### src/rtl/alu.sv
// alu: registered eight-op ALU with carry/borrow flag and one-cycle latency.
module alu #(
    parameter int WIDTH = 1
) (
    input  logic             clk,
    input  logic             rst,
    input  logic [2:0]       opcode,
    input  logic [WIDTH-1:0] a,
    input  logic [WIDTH-1:0] b,
    output logic [WIDTH-1:0] alu_out,
    output logic             carry
);
    logic [WIDTH-1:0] out_q, out_d;
    logic             carry_q, carry_d;
    logic [WIDTH:0]   sum, diff;
    // The extra MSB of the widened difference is the borrow, set exactly when a < b.
    assign sum  = {1'b0, a} + {1'b0, b};
    assign diff = {1'b0, a} - {1'b0, b};
    always_comb begin
        out_d   = '0;
        carry_d = 1'b0;
        case (opcode)
            3'b000: {carry_d, out_d} = sum;
            3'b001: {carry_d, out_d} = diff;
            3'b010: out_d = a & b;
            3'b011: out_d = a | b;
            3'b100: out_d = a ^ b;
            3'b101: out_d = ~a;
            3'b110: out_d = ~(a & b);
            3'b111: out_d = ~(a | b);
            default: out_d = '0;
        endcase
    end
    always_ff @(posedge clk) begin
        if (rst) begin
            out_q   <= '0;
            carry_q <= 1'b0;
        end else begin
            out_q   <= out_d;
            carry_q <= carry_d;
        end
    end
    assign alu_out = out_q;
    assign carry   = carry_q;
endmodule

### config.mk
export PLATFORM = sky130hd
export DESIGN_NAME = alu
export DESIGN_NICKNAME = d
export VERILOG_FILES = /design/src/rtl/alu.sv
export SDC_FILE = /design/constraint.sdc
export NUM_CORES = 1
export LEC_CHECK = 0
export ABC_AREA = 1
export ABC_CLOCK_PERIOD_IN_PS = 1600
export CAP_MARGIN = 20
export CORE_AREA = 2 2 39 41
export DETAILED_ROUTE_END_ITERATION = 8
export DIE_AREA = 0 0 41 43
export PLACE_DENSITY = 0.39
export SLEW_MARGIN = 10
export SYNTH_ARGS = -nofsm -noshare
export SYNTH_HDL_FRONTEND = slang
export SYNTH_SLANG_ARGS = --single-unit
### constraint.sdc
create_clock -name clk -period 1.6 [get_ports clk]
set_clock_uncertainty 0.05 [all_clocks]
set_input_delay 0.24 -clock clk [delete_from_list [all_inputs] [get_ports clk]]
set_output_delay 0.24 -clock clk [all_outputs]
set_load 0.01 [all_outputs]
; ---- Word-level counts from Yosys, hierarchy flattened
; Cells that the tools add are included.
[totals]
register_bits = 2
latchBits = 0
ramBits = 0
mem_bits_ro = 0
inputBits = 7
n_memories = 0
[classes]
add_sub_neg = 2
n_mul = 0
n_div = 0
order_cmp = 0
eq_ne = 7
shift = 0
mux = 2
n_bitwise = 6
n_reduce_logical = 1
[op_table]
columns = cell, n
row1 = "3-bit == test, second input constant", 4
row2 = 1-bit case mux with 8 select lines, 1
row3 = "3-bit by 2-bit == test with 1-bit output, second input constant", 2
row4 = "3-bit by 1-bit == test with 1-bit output, second input constant", 1
row5 = 3-bit zero test, 1
row6 = 1-bit inverter, 3
row7 = 1-bit by 1-bit adder with 2-bit output, 1
row8 = 1-bit case mux with 2 select lines, 1
row9 = 1-bit by 1-bit subtractor with 2-bit output, 1
row10 = 1-bit AND, 1
row11 = 1-bit bitwise OR, 1
row12 = 1-bit XOR, 1

; ---- Longest topological paths before layout
[depth]
word_depth = 3
mapped_depth = 8
ltp_nobuf = 8

; ---- Worst setup path after synthesis
; No wires, ideal clock.
[synth_timing]
path_kind = input port to flip-flop
from = input a
to = register out_q (netlist: alu_out)
setup_time_ps = 115
arrival_time_ps = 811
required_ps = 1435
setup_slack_ps = 625
path_stages = 5
path_buffers = 0
cell_sequence = inv_1 ha_1 o21bai_1 nand3_1 a21oi_2
[synth_between]
elab_chain_len = 3
[synth_lines]
columns = item, line_no
row1 = "start, declared", 8  ; input logic [WIDTH-1:0] a,
row2 = 1-bit bitwise OR / 1-bit AND (equally long branches), --
row3 = "1-bit inverter, on equally long branches", "30, 29"
row4 = 1-bit case mux with 8 select lines *, 22  ; case (opcode)
row5 = "end signal, assigned", 39  ; out_q <= out_d;
row6 = "end, declared", 13  ; logic [WIDTH-1:0] out_q, out_d;
; Every way passes the cells marked *; elsewhere a longest branch is shown, timed or not.
; A chain may end at the register's enable or synchronous reset.

; ---- Worst setup path in the final report
[layout_timing]
from = register out_q (netlist: alu_out)
to = output alu_out
[layout_lines]
columns = item, line_no
row1 = "end, declared", 10  ; output logic [WIDTH-1:0] alu_out,
; No word-level cell between the ends.

==> metrics.md <==
| Metric | Value |
|---|---|
| Status | `finished, final reports clean` |
| Instance area at placement | `between 300 and 400 um^2` |
| Logic pwr share | `between 20% and 30%` |
| Grt ovf | `0` |
| Average cell area after synthesis | `7.12 um^2` |
| Total routed wirelength | `386 um` |
| Crit path kind | `flip-flop to output pin` |
| Largest delay share family, worst path | `buffers and inverters` |
| CP max stage delay | `520 ps` |
| Core Region | `1380 um^2` |
| Iter 0 DRT Violations | `2` |
| Crit path capture type | `output pin` |
| Max-slew violations | `0` |
| Share of layout cells above drive strength 1 | `approximately a fifth` |
| Synth Cell Area | `approximately 190 um^2` |
| Unrepaired setup endpoints after global routing | `false` |
| GRT Overall Usage | `under 10%` |
| Global-route wire length before repair | `between 500 and 600 um` |
| Sequential power share | `24.9%` |
| Hold Startpoint | `rst` |
| Worst EP arrival | `around 1000 ps` |
| Clk pin slew, worst setup/hold paths | `roughly 30 ps` |
| Count leader, synth | `nand2_1` |
| 1st-pass router iterations | `2` |
| Post-route cell area | `approximately 320 um^2` |
| Post-layout minimum cycle time | `1320 ps` |
| CTS tree | `yes` |
| H-tree depth | `1` |
| Drt wl/cell | `between 7 and 8 um` |
| Critical-path cell list | `clkdlybuf4s50_1` |
| Drt via density | `3.49` |
| Most frequent cells after synthesis | `nand2_1, inv_1, ha_1, nand3_1, dfxtp_1` |
| # clock sinks | `2` |
| Slew margin rel. | `between 80% and 90%` |
| Starting density of the core | `13.4%` |
| Syn Nets | `37` |
| Flops & latches, synth | `2` |
| Critical Path Fanout Max | `1` |
| Worst hold stages | `2` |
| Worst Hold Class | `primary input to flip-flop` |
| Hold-fix buffer count after cts | `0` |
| Crit start category | `flip-flop` |
| EDFF count, synth | `0` |
| Fmax | `roughly 0.76 GHz` |
| Pwr/cell area | `around 670 nW/um^2` |
| Clock buffer depth | `2` |
| Hold Path End | `alu_out$_SDFF_PP0_` |
| Site Rows | `14` |
| Syn Inst Count | `26` |
| DIE AREA | `between 1500 and 2000 um^2` |
| Clk pwr share | `about half` |
| Req. time, crit path | `around 1300 ps` |
| IO buf count | `8` |
| Leak Pwr | `0.000158 uW` |
| Yosys cell types | `10` |
| Die height | `about 43 um` |
| Setup TNS | `0 ps` |
| Final ANT Viol Nets | `0` |
| Nets | `52` |
| Final setup fails | `0` |
| DRC violations left | `0` |
| CTS Buf Count | `3` |
| Synth top area cells | `ha_1, dfxtp_1, nand2_1` |
| Clk root buf | `clkbuf_4` |
| Internal | `166 uW` |
| CP max stage cell | `clkdlybuf4s50_1` |
| Diode count | `0` |
| IO Pins | `9` |
| Setup Buffers After CTS | `0` |
| Area Overhead vs Synth | `74.3%` |
| Post-cts repair resize count | `0` |
| Net Sw Frac | `22.8%` |
| Largest net degree at the start of global routing | `5` |
| Post-synth top area share | `between 20% and 30%` |
| Peak VDD IR | `0.000120 V` |
| DR vias | `192` |
| Initial antenna violation count | `0` |
| Max-Cap Viols | `0` |
| Final Hold Vio Count | `0` |
| Sequential area share after synthesis | `21.6%` |
| Synth Flop Type | `dfxtp_1` |
| Ys async rst share | `0%` |
| Synth area leader | `ha_1` |
| Slew @ Worst Pin | `about 180 ps` |
| Number of global-route vias before repair | `172` |
| GP Congestion | `around 0.65` |
| Die width | `a little over 40 um` |
| Sw power | `~49 uW` |
| Worst Path Buf+Inv | `1` |
| Syn. warnings | `0` |
| Period utilization | `roughly 83%` |
| Detail Placement HPWL | `326 um` |
[placed cells by master, fill, tap and decap left out, drive strengths merged]
cell type      count
clkdlybuf4s50      8
nand2              7
inv                6
nand3              4
ha                 4
clkbuf             3
dfxtp              2
buf                2
o21bai             1
a21oi              1
a211oi             1
[cell type report]
class / count / area, um^2
inverters: 6 / 22.5
clock buffers: 3 / 22.5
repair buffers: 10 / 95.1
well taps: 16 / 20.0
multi-input cells: 18 / 123
flip-flops and latches: 2 / 40.0
fillers: 161 / 1060
[flip-flops by register name, summed over array words and instances (netlist names)]
| signal | flops |
|---|---|
| carry | 1 |
| alu_out | 1 |
[how the worst max path moves through the flow]
stage	start	endpoint	slack, ps	cells after the start
floorplan	a	alu_out$_SDFF_PP0_	620	5
global placement	a	alu_out$_SDFF_PP0_	70	6
detailed placement	a	alu_out$_SDFF_PP0_	80	6
CTS	alu_out$_SDFF_PP0_	alu_out	260	1
global route	alu_out$_SDFF_PP0_	alu_out	230	1
finish	alu_out$_SDFF_PP0_	alu_out	280	1
[routing by layer]
metal	vias to the layer above	track usage [%]	wire, um
met5	-	0	0
met1	75	5.40	150
met3	0	2.62	65
met2	8	6.25	170
li1	109	-	-
met4	0	8.00	0
[kinds of logic after synthesis]
group	after synthesis	synth area share, %
adder cells (fa/ha/maj)	4	27.0
AND/OR/NAND/NOR	11	26.4
buffers and inverters	6	12.2
flip-flops	2	21.6
AO/OA/AOI/OAI	3	12.8
[power groups by stage]
stage	logic, uW	registers, uW	clock network, uW
floorplan	20.4	55.6	0
global placement	54.0	54.0	0
detailed placement	53.3	54.1	0
CTS	53.8	53.5	118
global route	59.4	53.6	121
finish	52.8	53.5	109
[metrics by stage]
step / hold slack (ps) / std cells / setup WS (ps) / utilization, % / total power [uW]
2_1_floorplan: 252 / 26 / 625 / - / 76.0
3_3_place_gp: 784 / 52 / 74.3 / 21.7 / 108
3_5_place_dp: 768 / 52 / 78.0 / 21.7 / 107
4_1_cts: 535 / 55 / 261 / 23.3 / 225
5_1_grt: 552 / 55 / 233 / 23.3 / 234
6_report: 544 / 55 / 276 / 23.3 / 215
No activity file was read; power rests on OpenSTA's default activity.
